===== config.mk =====
export PLATFORM = sky130hd
export DESIGN_NAME = serial_keymatrix
export DESIGN_NICKNAME = d
export VERILOG_FILES = /design/src/rtl/serial_keymatrix_pkg.sv /design/src/rtl/galkey_fifo.sv /design/src/rtl/serial_keymatrix.sv
export SDC_FILE = /design/constraint.sdc
export NUM_CORES = 1
export LEC_CHECK = 0
export BUFFER_PORTS_ARGS = -buffer_cell sky130_fd_sc_hd__buf_4
export CAP_MARGIN = 20
export CORE_ASPECT_RATIO = 1.1
export CORE_MARGIN = 2
export CORE_UTILIZATION = 25
export DETAILED_ROUTE_END_ITERATION = 7
export PLACE_DENSITY_LB_ADDON = 0.08
export SLEW_MARGIN = 20
export SYNTH_ARGS = -nofsm -noshare
export SYNTH_HDL_FRONTEND = slang
export SYNTH_SLANG_ARGS = --single-unit

===== constraint.sdc =====
create_clock -name clk -period 3 [get_ports clk]
set_input_delay 0.3 -clock clk [delete_from_list [all_inputs] [get_ports clk]]
set_output_delay 0.3 -clock clk [all_outputs]
set_load 0.02 [all_outputs]

===== src/rtl/serial_keymatrix_pkg.sv =====
// Shared Galaksija key-matrix definitions: key indices, FSM states, FIFO entry
// layout and the ASCII-to-matrix mapping used at the FIFO input.
package serial_keymatrix_pkg;

   localparam logic [5:0] KEY_ENTER = 6'd48;
   localparam logic [5:0] KEY_LEFT  = 6'd29;
   localparam logic [5:0] KEY_BREAK = 6'd49;
   localparam logic [5:0] KEY_SPACE = 6'd31;
   localparam logic [5:0] KEY_SHIFT = 6'd53;

   localparam int ENTRY_W = 7;

   typedef enum logic [1:0] {
      ST_IDLE  = 2'd0,
      ST_PRESS = 2'd1,
      ST_GAP   = 2'd2
   } km_state_t;

   typedef struct packed {
      logic       shift;
      logic [5:0] idx;
   } galentry_t;

   typedef struct packed {
      logic       valid;
      logic       shift;
      logic [5:0] idx;
   } galkey_t;

   function automatic galkey_t ascii_to_galkey(input logic [7:0] ch);
      galkey_t k;
      k       = '0;
      k.valid = 1'b1;
      if (ch >= 8'h41 && ch <= 8'h5A) begin
         k.idx = 6'(ch - 8'h40);
      end else if (ch >= 8'h61 && ch <= 8'h7A) begin
         k.idx = 6'(ch - 8'h60);
      end else if (ch >= 8'h30 && ch <= 8'h39) begin
         k.idx = 6'(ch - 8'h10);
      end else begin
         // Shifted row: _ ! " # $ % & \ ( ) + * < - > ? occupy 32..47 with SHIFT held
         case (ch)
            8'h0D, 8'h0A: k.idx = KEY_ENTER;
            8'h08, 8'h7F: k.idx = KEY_LEFT;
            8'h1B:        k.idx = KEY_BREAK;
            8'h20:        k.idx = KEY_SPACE;
            8'h5F: begin k.shift = 1'b1; k.idx = 6'd32; end
            8'h21: begin k.shift = 1'b1; k.idx = 6'd33; end
            8'h22: begin k.shift = 1'b1; k.idx = 6'd34; end
            8'h23: begin k.shift = 1'b1; k.idx = 6'd35; end
            8'h24: begin k.shift = 1'b1; k.idx = 6'd36; end
            8'h25: begin k.shift = 1'b1; k.idx = 6'd37; end
            8'h26: begin k.shift = 1'b1; k.idx = 6'd38; end
            8'h5C: begin k.shift = 1'b1; k.idx = 6'd39; end
            8'h28: begin k.shift = 1'b1; k.idx = 6'd40; end
            8'h29: begin k.shift = 1'b1; k.idx = 6'd41; end
            8'h2B: begin k.shift = 1'b1; k.idx = 6'd42; end
            8'h2A: begin k.shift = 1'b1; k.idx = 6'd43; end
            8'h3C: begin k.shift = 1'b1; k.idx = 6'd44; end
            8'h2D: begin k.shift = 1'b1; k.idx = 6'd45; end
            8'h3E: begin k.shift = 1'b1; k.idx = 6'd46; end
            8'h3F: begin k.shift = 1'b1; k.idx = 6'd47; end
            8'h3B: k.idx = 6'd42;
            8'h3A: k.idx = 6'd43;
            8'h2C: k.idx = 6'd44;
            8'h3D: k.idx = 6'd45;
            8'h2E: k.idx = 6'd46;
            8'h2F: k.idx = 6'd47;
            default: k.valid = 1'b0;
         endcase
      end
      return k;
   endfunction

endpackage


===== src/rtl/galkey_fifo.sv =====
// Single-clock FIFO of pending key entries with synchronous clear.
module galkey_fifo
#(
   parameter int DEPTH = 16,
   parameter int WIDTH = 7
)
(
   input  logic             clk,
   input  logic             reset_n,
   input  logic             clear,
   input  logic             push,
   input  logic             pop,
   input  logic [WIDTH-1:0] wr_data,
   output logic [WIDTH-1:0] rd_data,
   output logic             full,
   output logic             empty
);

   localparam int PTR_W = (DEPTH > 1) ? $clog2(DEPTH) : 1;
   localparam logic [PTR_W:0] DEPTH_CNT = (PTR_W+1)'(DEPTH);

   logic [WIDTH-1:0] mem [DEPTH];
   logic [PTR_W-1:0] wr_ptr;
   logic [PTR_W-1:0] rd_ptr;
   logic [PTR_W:0]   count;
   logic             do_push;
   logic             do_pop;

   // push is accepted when not full or when a pop frees a slot in the same cycle;
   // pop is ignored when empty; clear overrides both.
   assign full    = (count == DEPTH_CNT);
   assign empty   = (count == '0);
   assign do_push = push && !clear && (!full || pop);
   assign do_pop  = pop && !clear && !empty;
   assign rd_data = mem[rd_ptr];

   always_ff @(posedge clk) begin
      if (do_push) begin
         mem[wr_ptr] <= wr_data;
      end
   end

   always_ff @(posedge clk or negedge reset_n) begin
      if (!reset_n) begin
         wr_ptr <= '0;
         rd_ptr <= '0;
         count  <= '0;
      end else if (clear) begin
         wr_ptr <= '0;
         rd_ptr <= '0;
         count  <= '0;
      end else begin
         if (do_push) begin
            wr_ptr <= wr_ptr + PTR_W'(1);
         end
         if (do_pop) begin
            rd_ptr <= rd_ptr + PTR_W'(1);
         end
         case ({do_push, do_pop})
            2'b10:   count <= count + (PTR_W+1)'(1);
            2'b01:   count <= count - (PTR_W+1)'(1);
            default: count <= count;
         endcase
      end
   end

endmodule


===== src/rtl/serial_keymatrix.sv =====
// Serial keyboard bytes to Galaksija key-matrix presses: each queued key is held
// for HOLD_CYCLES, then all keys are released for GAP_CYCLES.
module serial_keymatrix
   import serial_keymatrix_pkg::*;
#(
   parameter int FIFO_DEPTH  = 16,
   parameter int HOLD_CYCLES = 1000000,
   parameter int GAP_CYCLES  = 500000
)
(
   input  logic        clk,
   input  logic        reset_n,
   input  logic        flush,
   input  logic [7:0]  rx_data,
   input  logic        rx_valid,
   input  logic        rd_key,
   input  logic [5:0]  key_addr,
   output logic [7:0]  key_out,
   output logic [63:0] keys,
   output logic        busy,
   output logic        ovf,
   output logic [1:0]  dbg_state
);

   localparam int MAX_CYC = (HOLD_CYCLES > GAP_CYCLES) ? HOLD_CYCLES : GAP_CYCLES;
   localparam int CNT_W   = (MAX_CYC > 1) ? $clog2(MAX_CYC) : 1;
   localparam logic [CNT_W-1:0] HOLD_LOAD = CNT_W'(HOLD_CYCLES - 1);
   localparam logic [CNT_W-1:0] GAP_LOAD  = CNT_W'(GAP_CYCLES - 1);

   km_state_t        state;
   km_state_t        state_n;
   logic [CNT_W-1:0] cnt;
   logic [CNT_W-1:0] cnt_n;
   logic [63:0]      keys_n;

   galkey_t          dec;
   galentry_t        wr_entry;
   galentry_t        head;
   logic             fifo_push;
   logic             fifo_pop;
   logic             fifo_full;
   logic             fifo_empty;

   // Unmapped bytes never reach the FIFO, and flush discards the same-cycle byte.
   assign dec       = ascii_to_galkey(rx_data);
   assign wr_entry  = {dec.shift, dec.idx};
   assign fifo_push = rx_valid && dec.valid && !flush;
   assign ovf       = fifo_push && fifo_full && !fifo_pop;
   assign busy      = (state != ST_IDLE) || !fifo_empty;
   assign dbg_state = state;

   galkey_fifo #(
      .DEPTH (FIFO_DEPTH),
      .WIDTH (ENTRY_W)
   ) u_fifo (
      .clk     (clk),
      .reset_n (reset_n),
      .clear   (flush),
      .push    (fifo_push),
      .pop     (fifo_pop),
      .wr_data (wr_entry),
      .rd_data (head),
      .full    (fifo_full),
      .empty   (fifo_empty)
   );

   always_ff @(posedge clk or negedge reset_n) begin
      if (!reset_n) begin
         state <= ST_IDLE;
         cnt   <= '0;
         keys  <= '0;
      end else begin
         state <= state_n;
         cnt   <= cnt_n;
         keys  <= keys_n;
      end
   end

   always_comb begin
      state_n  = state;
      cnt_n    = cnt;
      keys_n   = keys;
      fifo_pop = 1'b0;
      if (flush) begin
         state_n = ST_IDLE;
         cnt_n   = '0;
         keys_n  = '0;
      end else begin
         case (state)
            ST_IDLE: begin
               if (!fifo_empty) begin
                  fifo_pop            = 1'b1;
                  keys_n              = '0;
                  keys_n[head.idx]    = 1'b1;
                  if (head.shift) begin
                     keys_n[KEY_SHIFT] = 1'b1;
                  end
                  cnt_n   = HOLD_LOAD;
                  state_n = ST_PRESS;
               end
            end
            ST_PRESS: begin
               if (cnt == '0) begin
                  keys_n  = '0;
                  cnt_n   = GAP_LOAD;
                  state_n = ST_GAP;
               end else begin
                  cnt_n = cnt - CNT_W'(1);
               end
            end
            ST_GAP: begin
               if (cnt == '0) begin
                  state_n = ST_IDLE;
               end else begin
                  cnt_n = cnt - CNT_W'(1);
               end
            end
            default: begin
               state_n = ST_IDLE;
               cnt_n   = '0;
               keys_n  = '0;
            end
         endcase
      end
   end

   // CPU read port: one-cycle registered lookup, value held between reads.
   always_ff @(posedge clk or negedge reset_n) begin
      if (!reset_n) begin
         key_out <= 8'hFF;
      end else if (rd_key) begin
         key_out <= keys[key_addr] ? 8'hFE : 8'hFF;
      end
   end

endmodule


# After elaboration in Yosys (flattened, before gate mapping)
# Memories as Yosys holds them, arrays and structs flattened.
# Cells that the tools add are included.
# totals
reg_bits,107
ram_bits,112
input_bits,19
out_inout_bits,76
elab_cells,141
mem_count,1
# memory_table
memory,depth,word_bits,read_ports,rd_ports_with_merged_regs,write_ports,line_no,rtl
u_fifo.mem,16,7,1,0,1,galkey_fifo.sv:22,logic [WIDTH-1:0] mem [DEPTH];
# classes
add_sub_neg,8
n_lt_le_gt_ge,9
eq_ne,38
n_mux,40
reduce_logical,38
# op_table
cell,n
2-to-1 mux 64 bit,3
one-hot mux 64 bit (3 select lines),1
"== test 8 x 6 -> 1 bit, second input constant",21
one-hot mux 6 bit (20 select lines),1
2-to-1 mux 20 bit,4
one-hot mux 20 bit (3 select lines),1
OR reduction 28 bit,1
"== test 8 x 4 -> 1 bit, second input constant",3
"== test 8 x 7 -> 1 bit, second input constant",3
logical NOT 20 bit,1
"subtractor 20 x 1 -> 20 bit, second input constant",1
2-to-1 mux 6 bit,3
">= comparator 8 x 7 -> 1 bit, second input constant",2
"less-or-equal comparator 8 x 7 -> 1 bit, second input constant",2
2-to-1 mux 4 bit,4
OR reduction 16 bit,1
OR reduction 2 bit,8
"< comparator 6 x 7 -> 1 bit, second input constant",2
2-to-1 mux 2 bit,7
logical AND 1 bit,12
"inequality test 3 bit, second input constant",4
2-to-1 mux 1 bit,11
one-hot mux 5 bit (2 select lines),1
"adder 4 x 1 -> 4 bit, second input constant",2
25 further kinds,34

# Longest topological paths before layout
# Gate-level depths: netlist of run 1.
# logic_depth
depth_word,13
ltp_mapped,14
depth_no_buf,14

# Modules after synthesis
# Synthesis of run 1 repeated with hierarchy kept, for this count alone.
# hier_totals
cells_unflattened,921
area_unflattened_um2,10719.0
# by_module_without_submodules
module,n_inst,cells_each,area_each_um2,seq_area_each_um2
serial_keymatrix,1,601,5393.9,2178.3
galkey_fifo,1,320,5325.1,3688.5

# Worst setup path after synthesis of run 1
# OpenSTA, ideal clock, no wires.
# synth_timing
kind,input -> register
from,in rx_data[4]
to,reg u_fifo.count[4]
setup_time_ns,0.129
t_arrival_ns,3.384
t_required_ns,2.871
setup_slack_ns,-0.513
path_stages,14
path_buffers,0
path_cell_list,inv_1 ha_1 mux2_2 a32oi_1 o211ai_2 a211o_4 o21a_2 nor3_1 ha_1 a21o_1 a21o_1 or4_1 o21ai_0 o21ai_1
# synth_between
elab_chain_len,13
elab_cells_between_ends,51
cone_classes,order compare (6); eq/ne (30); mux (6); reduce/logical (9)
# synth_rtl
item,line_no,rtl
start: declaration,serial_keymatrix.sv:14,"input logic [7:0] rx_data,"
== test 8 x 6 -> 1 bit (tied with other cells),serial_keymatrix_pkg.sv:42,case (ch)
OR reduction 28 bit (no source line),n/a,
2-to-1 mux 1 bit,serial_keymatrix_pkg.sv:42,
2-to-1 mux 2 bit,serial_keymatrix_pkg.sv:38,end else if (ch >= 8'h30 && ch <= 8'h39) begin
2-to-1 mux 2 bit,serial_keymatrix_pkg.sv:36,end else if (ch >= 8'h61 && ch <= 8'h7A) begin
2-to-1 mux 2 bit *,serial_keymatrix_pkg.sv:34,if (ch >= 8'h41 && ch <= 8'h5A) begin
logical AND 1 bit * (2 in a row),serial_keymatrix.sv:47,assign fifo_push = rx_valid && dec.valid && !flush;
logical AND 1 bit * (2 in a row),galkey_fifo.sv:33,assign do_push = push && !clear && (!full || pop);
== test 2 x 1 -> 1 bit or == test 2 bit (tied branches),galkey_fifo.sv:59,"case ({do_push, do_pop})"
one-hot mux 5 bit (2 select lines),galkey_fifo.sv:59,
2-to-1 mux 5 bit,galkey_fifo.sv:48,end else if (clear) begin
end signal: assignment,galkey_fifo.sv:60,2'b10: count <= count + (PTR_W+1)'(1);
end signal: assignment,galkey_fifo.sv:61,2'b01: count <= count - (PTR_W+1)'(1);
end signal: assignment,galkey_fifo.sv:62,default: count <= count;
end: declaration,galkey_fifo.sv:25,logic [PTR_W:0] count;
# Every way passes the cells marked *; elsewhere a longest branch is shown, timed or not.
# A chain may end at the register's enable or synchronous reset.

# Final worst setup path of run 1
# layout_timing
from,reg u_fifo.count[1]
to,reg u_fifo.count[4]
# layout_between
elab_chain_len,9
elab_cells_between_ends,18
cone_classes,add/sub (2); eq/ne (3); mux (5); reduce/logical (8)
# layout_rtl
item,line_no,rtl
logical NOT 5 bit,galkey_fifo.sv:32,assign empty = (count == '0);
2-to-1 mux 1 bit,serial_keymatrix.sv:91,if (!fifo_empty) begin
2-to-1 mux 1 bit,serial_keymatrix.sv:89,case (state)
2-to-1 mux 1 bit,serial_keymatrix.sv:84,if (flush) begin
logical AND 1 bit or logical OR 1 bit (tied branches),"galkey_fifo.sv:34, galkey_fifo.sv:33",
logical AND 1 bit (on tied branches),"galkey_fifo.sv:34, galkey_fifo.sv:33",
== test 2 x 1 -> 1 bit or == test 2 bit (tied branches),galkey_fifo.sv:59,
one-hot mux 5 bit (2 select lines),galkey_fifo.sv:59,
2-to-1 mux 5 bit,galkey_fifo.sv:48,
# Parallel ways exist; a longest one is shown, timed or not.

==> results.md, run 1 <==
Outcome:
- The run finished with clean final reports.

Timing:
- The routed design could run at a clock period as short as roughly 2.9 ns.
- The ratio of final minimum period to clock period is 95.0%.
- In this run the tightest slew margin relative to its limit is roughly 45%.
- Hold timing on the final database bottoms out at a slack of about 0.086 ns.
- Setup repair after global routing left no endpoint under its margin.
- Summed over all failing endpoints, the final setup total negative slack is 0 ns.
- The count of final hold-check violations is 0.
- Static timing analysis puts the maximum clock frequency at between 0.3 and 0.4 GHz.
- Setup violations remaining at the end of the flow were counted as 0.
- The number of slew-limit violations in the final report is 0.
- The setup clock skew after layout is approximately 0.015 ns.
- For the pin with the worst max-slew slack, the measured transition is between 0.8 and 0.9 ns.

Final layout:
- The antenna diode count is 0.
- For this run, the number of standard cells in the final layout without fillers is 1589.
- The number of nets in the finished design is 1046.
- The share of post-route cells with drive strength above 1 is between 30% and 40%.
- The final instance area is between 10000 and 15000 um2.
- The area growth from synthesis to layout is 29.1%.

Global routing:
- The wire length of the first global-routing pass is roughly 48 mm.
- The number of antenna violations at the first check in global routing is 0.
- The pin count of the biggest net entering global routing is 46.
- In the global route stage, overall resource usage came out at 14.4%.
- The number of global-route vias before repair came to about 7600.
- The sum of overflow across all layers after global routing is 0.

Synth:
- The warning count from the yosys run is 0.
- After synthesis the cells add up to around 10000 um2.
- In this run, synthesis inferred around 110 flip-flops with an integrated enable.
- The most used standard cell by instance count after synthesis is edfxtp_1.
- After synthesis, the largest area contributor takes up between 30% and 40% of total cell area.
- After synthesis, the most frequently instantiated cells are 112 x edfxtp_1, 99 x dfrtp_1, 83 x nand2_1, 79 x o21ai_0, 46 x nor2_1.
- After synthesis the netlist holds a flip-flop and latch count of about 210.
- The post-synthesis instance total is between 800 and 900.
- The distinct cell type count after synthesis is 86.
- The async set-reset flop share out of synthesis is 47.2%.
- By area the synthesized netlist is led by edfxtp_1 32%, dfrtp_1 24%, mux4_2 8.2%.
- The proportion of synthesized chip area in sequential cells is around 56%.
- The most common flop cell mapped by yosys is edfxtp_1.
- The cell type with the largest total area after synthesis is edfxtp_1.
- After synthesis, the mean cell area works out to roughly 13 um2.

Detailed routing:
- In the routed layout, each cell is associated on average with a via count of 4.66.
- The first-pass detailed-route iteration total is 5.
- The residual antenna-violating net count after detailed routing is 0.
- Summed over all layers, the routed wires come to 30.6 mm.
- The detailed router finished its first iteration with roughly 460 violations.
- The total number of vias is ~7400.
- The detailed-route wire length per cell is ~19 um.
- The DRC violations left is 0.

Clocking:
- For this design, the sink count on the clock tree is roughly 210.
- After clock tree synthesis, the clock-pin slew on the worst setup and hold paths is ~0.06 ns.
- TritonCTS built the clock tree.
- Clock latency on the worst-skew pair, taken at its later pin, is 0.53 ns.
- In this run, CTS created clock tree buffers numbering 25.
- The root buffer cell is clkbuf_16.
- In this run the number of H-tree levels came out at 1.
- No sink is reached through more buffers than the 3 on the longest clock path.

Critical path:
- The biggest fanout along the worst timing path is 4.
- The worst setup path is launched from a flip-flop.
- The category of the critical setup timing path is flip-flop to flip-flop.
- The critical path required time is ~3.4 ns.
- Data on the critical path arrives at its endpoint at approximately 3.3 ns.
- The worst setup path is captured at a flip-flop.

Power:
- IR analysis of the VDD net gives a maximum drop of 0.298 mV.
- The share of total power dissipated in combinational logic is between 20% and 30%.
- For this design the ratio of total power to cell area is just under 700 nW/um2.
- Internal power comes to approximately 0.0063 W.
- The relative contribution of the clock network to total power is 35.5%.
- Net switching is between 30% and 40% of the power.
- The static leakage power is between 5 and 6 nW.
- Registers are responsible for a little under two fifths of the overall power.
- The analysis attributes to net switching a power of between 0.002 and 0.003 W.

Floorplan:
- The floorplan step defined a die boundary enclosing around 44000 um2.
- The I/O pin count is 95.
- After floorplanning, the core was sized to cover about 41000 um2.
- The floorplan step set the die width to around 200 um.
- The starting density of the core is between 20% and 30%.
- The chip height is around 220 um.
- Row generation in the floorplan step produced 78 rows.

Place:
- Once placement completed, the tool counted placed cells totaling around 1500.
- The standard cell area after detailed placement is approximately 13000 um2.
- The final RePlAce weighted congestion is 0.774.
- The wire-length estimate of the detail-placed layout is roughly 21 mm.
- The number of buffers inserted by port buffering is 87.

Worst hold path:
- The class of the tightest hold or removal check is primary input to flip-flop.

Job:
- Max-cap violations in this run came to 0.
==> placed cells by master (no fill, tap or decap), types with 6 or more instances in the layout <==
| master | netlist | routed |
|---|---|---|
| xnor2_1 | 7 | 7 |
| nor3_1 | 21 | 20 |
| a22o_1 | 15 | 15 |
| edfxtp_1 | 112 | 112 |
| buf_4 | 18 | 168 |
| o21ai_1 | 1 | 6 |
| dfrtp_1 | 99 | 98 |
| inv_1 | 12 | 12 |
| a221oi_1 | 12 | 12 |
| bufinv_16 | 0 | 6 |
| nand4_1 | 6 | 6 |
| nor2b_1 | 9 | 9 |
| buf_12 | 0 | 21 |
| nor2_1 | 46 | 46 |
| mux4_2 | 38 | 38 |
| nand2b_1 | 7 | 7 |
| mux2_2 | 6 | 6 |
| xor2_1 | 7 | 7 |
| nor4_1 | 12 | 12 |
| nand3_1 | 15 | 15 |
| ha_1 | 16 | 13 |
| mux2i_1 | 30 | 30 |
| conb_1 | 1 | 7 |
| or3_1 | 8 | 8 |
| a21oi_1 | 22 | 21 |
| o21ai_0 | 79 | 74 |
| and2_1 | 25 | 25 |
| clkbuf_16 | 0 | 25 |
| nand2_1 | 83 | 83 |
==> sequential cells by signal, summed over array words and instances (netlist names) <==
register and cells:
u_fifo.wr_ptr 4, u_fifo.mem 112, keys 64, u_fifo.rd_ptr 4, dbg_state 2, key_out 1, cnt 20, u_fifo.count 5
==> power groups by stage <==
| stage | Combinational (W) | Clock (W) | Sequential [W] |
|---|---|---|---|
| CTS | 0.00258 | 0.00338 | 0.00341 |
| detailed placement | 0.00256 | 0 | 0.00347 |
| global route | 0.00281 | 0.00350 | 0.00344 |
| floorplan | 0.00157 | 0 | 0.00347 |
| global placement | 0.00256 | 0 | 0.00347 |
| finish | 0.00253 | 0.00327 | 0.00342 |
==> layout make-up <==
type / count / area [um2]
fill: 4149 / 27800
sequential: 212 / 5870
multi-input combinational: 568 / 4330
timing repair buffer: 191 / 1700
tap: 560 / 701
clock buffer: 30 / 644
clock inverter: 16 / 231
inverter: 12 / 45.0
==> worst max-delay path, cell delays in order, from the launching register on <==
cell     delay [ns]
dfrtp_1        0.38
or4_4          0.57
o21ai_2        0.17
buf_4          0.15
nor3_4         0.04
buf_4          0.16
fa_2           0.33
a21o_1         0.20
a21o_1         0.17
or4_1          0.39
o21ai_1        0.10
o21ai_1        0.08
==> logic make-up after synthesis <==
family | share of synthesized area, %
compound gates | 12.4
xor+xnor | 1.17
mux | 11.7
simple gates | 13.2
other cells | 0.0358
fa+ha+maj | 2.10
flops | 56.0
buf+inv | 3.37
==> final timing paths <==
path                                             start                           end  slack (ns)  cells past startpoint
setup / recovery           u_fifo.count[1]$_DFFE_PN0P_   u_fifo.count[4]$_DFFE_PN0P_        0.15                     11
hold / removal                             key_addr[3]        key_out[0]$_DFFE_PN1P_        0.09                      3
setup reg to reg           u_fifo.count[1]$_DFFE_PN0P_   u_fifo.count[4]$_DFFE_PN0P_        0.15                     11
hold reg to reg                 key_out[0]$_DFFE_PN1P_        key_out[0]$_DFFE_PN1P_        0.47                      2
max in group asynchronous                      reset_n  u_fifo.rd_ptr[0]$_DFFE_PN0P_        1.94                      3
min in group asynchronous                      reset_n          keys[20]$_DFFE_PN0P_        0.28                      2
==> stage by stage <==
stage          total power [W]  util (%)  worst slack [ns]
3_3_place_gp           0.00603      30.6            -0.360
3_5_place_dp           0.00603      30.6            -0.388
4_1_cts                0.00938      32.7            0.0631
2_1_floorplan          0.00504         -            -0.210
5_1_grt                0.00975      32.8            0.0170
6_report               0.00921      32.8             0.149
==> timing repair <==
action | CTS | global route
pin swaps | 1 | 0
endpoints found under the hold margin | 35 | 0
endpoints found under the setup margin | 1 | 1
hold buffers | 2 | 0
resized for setup | 0 | 2
setup buffers | 1 | 0
==> layer usage <==
layer,vias to the layer above,wire [um],part of all wire [%],track usage [%]
met4,0,412,1.3,3.18
met3,31,1050,3.4,1.76
met1,3729,14100,46,20.1
met2,119,15100,49,23.9
li1,3532,-,-,-
met5,-,0,0,0
Note: power is estimated with default switching activity, not from simulation.
==> run 2: changes to the inputs <==
Settings changed: PLACE_DENSITY_LB_ADDON 0.08 to 0.2.
==> run 2 against run 1 <==
Effect of this change: combinational power is 3% lower; cell count is 0.25% lower; hold slack worse by 0.013 ns; critical path depth is 4 higher; sequential power hardly changed; non-clock buffer count is 2 lower; sequential cell count stayed put; critical endpoint unchanged; largest cell class unchanged.
==> results.md, run 2 (synthesized netlist as in run 1, its figures left out) <==
Outcome:
- The run finished with clean final reports.

Detailed routing:
- Dividing the detail-routed wire length by the instance count gives around 18 um.
- After detailed routing, the total wire length is approximately 28 mm.
- The first-pass detailed-route iteration total is 5.
- Across all layers, the routed design uses 7409 vias.
- After detailed routing, the number of remaining DRC violations is 0.
- The residual antenna-violating net count after detailed routing is 0.
- The number of DRC violations after detailed-routing iteration 0 is 430.
- The vias per cell is about 4.7.

Timing:
- The number of slew-limit violations in the final report was 0.
- Subtracting the final worst setup slack from the clock period gives about 2.9 ns.
- Setup slack closes at around 0.14 ns.
- The transition time of the tightest slew-check pin is roughly 0.74 ns.
- Setup violations remaining at the end of the flow were counted as 0.
- The count of final hold-check violations is 0.
- The worst-case headroom to the max-slew limit is around 51%.
- In the finished design, the share of the clock period the worst path needs comes to ~95%.
- The total negative slack for setup checks is 0 ns.
- The setup clock skew after layout is a little under 0.03 ns.
- The fmax is roughly 0.35 GHz.

Final layout:
- Leaving out fill and tap cells, the most frequent cell in the layout is buf_4.
- The library cells used most frequently in the layout, excluding fill and tap cells, are 170 x buf_4, 112 x edfxtp_1, 98 x dfrtp_1.
- The multi-input combinational cells in the finished layout cover a total of ~4400 um2.
- The number of cells in the finished layout apart from fillers is 1585.
- After the last flow step, the layout net total stands at ~1000.
- The area growth from synthesis to layout is 27.9%.
- The register with the most flip-flops is u_fifo.mem.
- The largest registers in the layout are u_fifo.mem x112, keys x64, cnt x20.
- The antenna diode count is 0.
- The register with the most flip-flops in the layout has around 110 of them.
- The share of the core filled with cells is roughly a third.
- The register area is about 5900 um2.
- The final instance area is 13400 um2.
- After filler insertion, the fill cell instance count of the layout stands at 4185.
- In the final layout, the share of cells above drive strength 1 is between 30% and 40%.

Clocking:
- For the worst-skew pair, the clock arrives at the later sink with an insertion delay of approximately 0.53 ns.
- The root buffer cell is clkbuf_16.
- The clock drives 212 sinks.
- In this run the number of H-tree levels came out at 1.
- Clock-pin slew was measured on the worst setup and hold paths at about 0.060 ns.
- TritonCTS built the clock tree.
- Clock tree synthesis inserted a total of 24 buffers.
- No sink is reached through more buffers than the 3 on the longest clock path.
- In this run the post-CTS setup repair buffer count came out at 0.

Power:
- The power per standard cell area is 655 nW/um2.
- The static leakage power is approximately 5.3 nW.
- The peak supply drop is 0.369 mV.

Critical path:
- STA classifies the critical path startpoint as a primary input.
- The slowest cell on the critical path is or4_1.
- Traced cell by cell, the critical path runs through buf_4 > inv_1 > ha_2 > and3b_1 > a31oi_2 > o211ai_1 > a211o_4 > o21a_4 > nor3_4 > ha_1 > a21o_1 > a21o_1 > or4_1 > o21ai_1 > o21ai_1.
- The critical path's top delay family is compound AO/OA/AOI/OAI gates.
- The number of cells on the worst reg-to-reg path is 10.
- The worst reg2reg path endpoint is u_fifo.count[4]$_DFFE_PN0P_.
- Counting both buffers and inverters, the worst setup path holds a total of 2.
- The reg-to-reg startpoint is u_fifo.count[1]$_DFFE_PN0P_.
- STA classifies the critical path endpoint as a flip-flop.
- The worst register-to-register path has a setup slack of 0.17 ns.
- On the worst path, the slowest cell contributes a delay of 0.40 ns.
- STA puts the critical path data arrival time at 3.26 ns.
- The setup path with the least slack is of type primary input to flip-flop.
- Along the worst path, the maximum fanout reaches 5.
- For the worst setup path, the data required time is 3.39 ns.

Global routing:
- The met3 usage is under 10%.
- Global routing used a little under a fifth of the available met1 tracks.
- The number of global-route vias before repair is between 7000 and 8000.
- The total global-route track usage is around an eighth.
- The most heavily used metal layer in global routing is met2.
- The total overflow left after global routing is 0.
- The wire length of the first global-routing pass is 44.3 mm.
- In the global route stage, met2 resource usage came out at between 20 and 25%.
- Entering global routing, the biggest net connects 73 pins.
- The number of antenna violations at the first check in global routing is 0.

Job:
- The number of max-cap violations is 0.

Worst hold path:
- The endpoint of the worst hold path is key_out[0]$_DFFE_PN1P_.
- The worst hold path was traced through 3 stages.
- The class of the tightest hold or removal check is primary input to flip-flop.
- The worst min-delay path startpoint is key_addr[3].

Floorplan:
- The die covers between 40000 and 50000 um2.
- The I/O pin count is 95.
- After floorplanning, the core was sized to cover 41300 um2.
- The floorplan has 78 rows.
- The starting density of the core is 25.4%.
- The chip height is approximately 220 um.
- The horizontal die dimension is between 150 and 200 um.

Place:
- The standard cell area after detailed placement is approximately 13000 um2.
- The final RePlAce weighted congestion is between 0.8 and 0.9.
- The number of buffers inserted by port buffering is 87.
- After legalization and detailed placement, the total HPWL measured slightly below 20 mm.
- The number of cells after detailed placement is approximately 1500.
- The worst slack at placement is -0.421 ns.
-- run 2: cell types whose count changed in the layout (fill, tap and decap cells not counted), moves of 2 or more --
cell       change
buf_12         -4
clkbuf_1       +4
bufinv_16      -5
clkinv_2       -3
clkbuf_8       +5
clkinv_1       -2
buf_4          +2
-- run 2: power breakdown --
| part | switching (W) | internal [W] |
|---|---|---|
| clock network | 0.00117 | 0.00174 |
| registers | 0.000169 | 0.00325 |
| logic | 0.00143 | 0.00101 |
-- run 2: worst max path at each step --
stage,start,to,slack (ns),depth (start not counted)
6_report,rx_data[5],u_fifo.count[4]$_DFFE_PN0P_,0.14,15
4_1_cts,u_fifo.count[1]$_DFFE_PN0P_,ovf,0.04,7
3_3_place_gp,rx_data[5],u_fifo.count[4]$_DFFE_PN0P_,-0.38,15
5_1_grt,rx_data[4],u_fifo.count[4]$_DFFE_PN0P_,-0.01,16
2_1_floorplan,rx_data[5],u_fifo.count[4]$_DFFE_PN0P_,-0.21,14
3_5_place_dp,rx_data[5],u_fifo.count[4]$_DFFE_PN0P_,-0.42,15
-- run 2: final cells by class --
type                       count  area share (%)
multi-input combinational    568            32.5
clock buffer                  39            5.44
timing repair buffer         189            12.2
sequential                   212            43.8
tap                          560            5.23
clock inverter                 5           0.439
inverter                      12           0.336
-- run 2: worst min-delay path, cell delays in order --
cell and delay [ns]:
buf_4 0.08, mux4_2 0.16, mux2i_1 0.06
-- run 2: timing repair --
item                                    4_1_cts  5_1_grt
endpoints found under the hold margin        29        0
endpoints found under the setup margin        1        2
gates cloned                                  0        0
hold buffers                                  2        0
gates resized for setup                       1        4
pin swaps                                     0        1
-- run 2: metrics by stage --
stage                     hold WS [ns]  power, W
final                           0.0722   0.00877
after global placement           0.286   0.00591
after detailed placement         0.284   0.00592
after floorplan                0.00441   0.00504
after CTS                       0.0516   0.00889
after global routing            0.0740   0.00927
-- run 2: metal layers --
metal / vias to the layer above / wire length [um]
met5: - / 0
met4: 0 / 445
met2: 148 / 13600
met1: 3718 / 13200
met3: 30 / 1030
li1: 3513 / -
==> run 3: changes to the inputs <==
Settings changed: CTS_BUF_LIST set to sky130_fd_sc_hd__clkbuf_8 sky130_fd_sc_hd__clkbuf_16.
==> run 3 against run 2 <==
Effect of this change: core utilization stayed put; global-route usage stayed put; routed wire length hardly changed; clock skew is 0.00090 ns higher; highest routed layer unchanged.
==> results.md, run 3 (synthesized netlist as in run 1, its figures left out) <==
Final layout:
- The commonest non-fill, non-tap cell in the layout is buf_4.
- The share of post-route cells with drive strength above 1 is between 30% and 40%.
- The number of nets in the finished design is ~1000.
- The number of antenna diodes in the final layout is 0.
- At the end of the flow the core is filled with cells to roughly a third.
- The number of flip-flops under the largest register name is ~110.
- Compared with the post-synthesis result, the final layout area differs by 27.9%.
- The register with the most flip-flops is u_fifo.mem.
- Leaving out fill and tap cells, the most frequent cells in the layout are 170 x buf_4, 112 x edfxtp_1, 98 x dfrtp_1.
- The largest registers in the layout are u_fifo.mem x112, keys x64, cnt x20.
- The count of filler cells inserted in the layout is 4185.

Global routing:
- Entering global routing, the biggest net connects 73 pins.
- The wire length of the first global-routing pass is approximately 44 mm.
- The sum of overflow across all layers after global routing is 0.
- The number of global-route vias before repair is 7413.
- In the global route stage, overall resource usage came out at around an eighth.
- The number of antenna violations at the first check in global routing is 0.

Clocking:
- The clock passes through at most 3 buffers.
- The root buffer cell chosen for the clock tree is clkbuf_16.
- The clock reaches the later pin of the worst-skew pair after about 0.54 ns.
- After clock tree synthesis, the setup repair step added 0 buffers.
- The clock transition at the registers of the reported paths is about 0.06 ns.
- The number of H-tree levels is 1.
- The CTS tree is built.
- The tree built by TritonCTS fans out to ~210 sinks.
- The number of clock buffers added by TritonCTS is 24.

Timing:
- The transition time of the tightest slew-check pin is approximately 0.74 ns.
- The worst-case headroom to the max-slew limit is approximately 50%.
- The fmax is between 0.3 and 0.4 GHz.
- The final worst setup slack is roughly 0.14 ns.
- The number of slew-limit violations in the final report is 0.
- The post-route minimum period is roughly 2.9 ns.
- The count of final hold-check violations is 0.
- The total negative slack for setup checks is 0 ns.
- The final critical path takes up between 90% and 100% of the cycle.
- The final setup violation count is 0.
- On the final layout, the worst clock skew is between 0.03 and 0.04 ns.

Power:
- Of the total power, the clock network draws 33.0%.
- In this run the power density over the cells is between 600 and 700 nW/um2.
- The internal power of the cells totals ~0.0060 W.
- The net switching power is approximately 0.0028 W.
- The combinational cell fraction of total power is 28.0%.
- The peak supply drop is about 0.37 mV.
- The switching share of total power is 31.8%.
- The static leakage power is 5.31 nW.
- The share of total power dissipated in sequential elements is about two fifths.

Detailed routing:
- The DRC violations left is 0.
- After detailed routing, the number of vias per cell comes to between 4 and 5.
- In this run, the number of DRC markers left after iteration 0 of detailed routing was around 420.
- The detailed-route wire length per cell is 17.9 um.
- The total number of vias is ~7400.
- The total wirelength of the detailed-routed design is between 20 and 30 mm.
- The first-pass detailed-route iteration total is 5.
- The residual antenna-violating net count after detailed routing is 0.

Job:
- The tool flagged a number of max-cap violations equal to 0.

Floorplan:
- The floorplan step defined a die boundary enclosing about 44000 um2.
- Row generation in the floorplan step produced 78 rows.
- The chip height is roughly 220 um.
- The area of the core is just over 40000 um2.
- The starting density of the core is 25.4%.
- Pin placement for this block handled 95 I/O pins.
- The die is ~200 um wide.

Critical path:
- The category of the critical setup timing path is primary input to flip-flop.
- The worst setup path is captured at a flip-flop.
- In this run the worst path has a maximum fanout of 5.
- The arrival time reported for the critical path endpoint is roughly 3.3 ns.
- STA classifies the critical path startpoint as a primary input.
- The critical path required time is 3.39 ns.

Place:
- The final HPWL from detailed placement is roughly 20 mm.
- Timing analysis after detailed placement gives a worst setup slack of -0.421 ns.
- The count of buffers added on input and output ports is 87.
- The final RePlAce weighted congestion is 0.804.

Outcome:
- The run finished with clean final reports.

Worst hold path:
- The min-delay analysis places its worst path in the category primary input to flip-flop.
-- run 3: stage by stage --
stage	instance area [um2]	std cells	total power (W)	hold WS [ns]
after global placement	12600	1539	0.00591	0.286
after global routing	13400	1585	0.00924	0.0740
after floorplan	10500	844	0.00504	0.00441
after detailed placement	12600	1539	0.00592	0.284
after CTS	13400	1585	0.00886	0.0514
final	13400	1585	0.00875	0.0740
-- run 3: power by group through the flow --
stage	Combinational [W]	Sequential, W	Clock (W)
finish	0.00245	0.00342	0.00289
global route	0.00271	0.00344	0.00310
CTS	0.00246	0.00341	0.00298
detailed placement	0.00245	0.00347	0
global placement	0.00245	0.00347	0
floorplan	0.00157	0.00347	0
-- run 3: path summary, 6_finish.rpt --
kind / startpoint / endpoint / slack, ns / depth (start not counted)
min in group asynchronous: reset_n / cnt[9]$_DFFE_PN0P_ / 0.29 / 2
setup reg to reg: u_fifo.count[1]$_DFFE_PN0P_ / u_fifo.count[4]$_DFFE_PN0P_ / 0.17 / 10
hold / removal: key_addr[3] / key_out[0]$_DFFE_PN1P_ / 0.07 / 3
hold reg to reg: key_out[0]$_DFFE_PN1P_ / key_out[0]$_DFFE_PN1P_ / 0.47 / 2
setup / recovery: rx_data[5] / u_fifo.count[4]$_DFFE_PN0P_ / 0.14 / 15
max in group asynchronous: reset_n / key_out[0]$_DFFE_PN1P_ / 1.93 / 3
-- run 3: cell type report --
class	count	area [um2]	area share, %
timing repair buffer	189	1640	12.2
inverter	12	45.0	0.336
tap	560	701	5.23
clock inverter	14	92.6	0.691
sequential	212	5870	43.8
multi-input combinational	568	4360	32.5
clock buffer	30	694	5.18
-- run 3: what timing repair did --
action | in CTS | in global routing
pin swaps | 0 | 1
endpoints found under the hold margin | 29 | 0
hold buffers | 2 | 0
gates resized for setup | 1 | 4
cloned | 0 | 0
endpoints found under the setup margin | 1 | 2
-- run 3: worst max-delay path, stage by stage --
cell and delay (ns):
buf_4 0.11, inv_1 0.07, ha_2 0.21, and3b_1 0.18, a31oi_2 0.21, o211ai_1 0.14
a211o_4 0.37, o21a_4 0.23, nor3_4 0.20, ha_1 0.28, a21o_1 0.18, a21o_1 0.19
or4_1 0.40, o21ai_1 0.09, o21ai_1 0.08
-- run 3: layer usage --
layer  share of wire [%]  global-route usage, %
met4                 1.6                   3.11
met2                  48                   22.1
met3                 3.7                   1.45
met1                  47                   18.1
met5                   0                      0
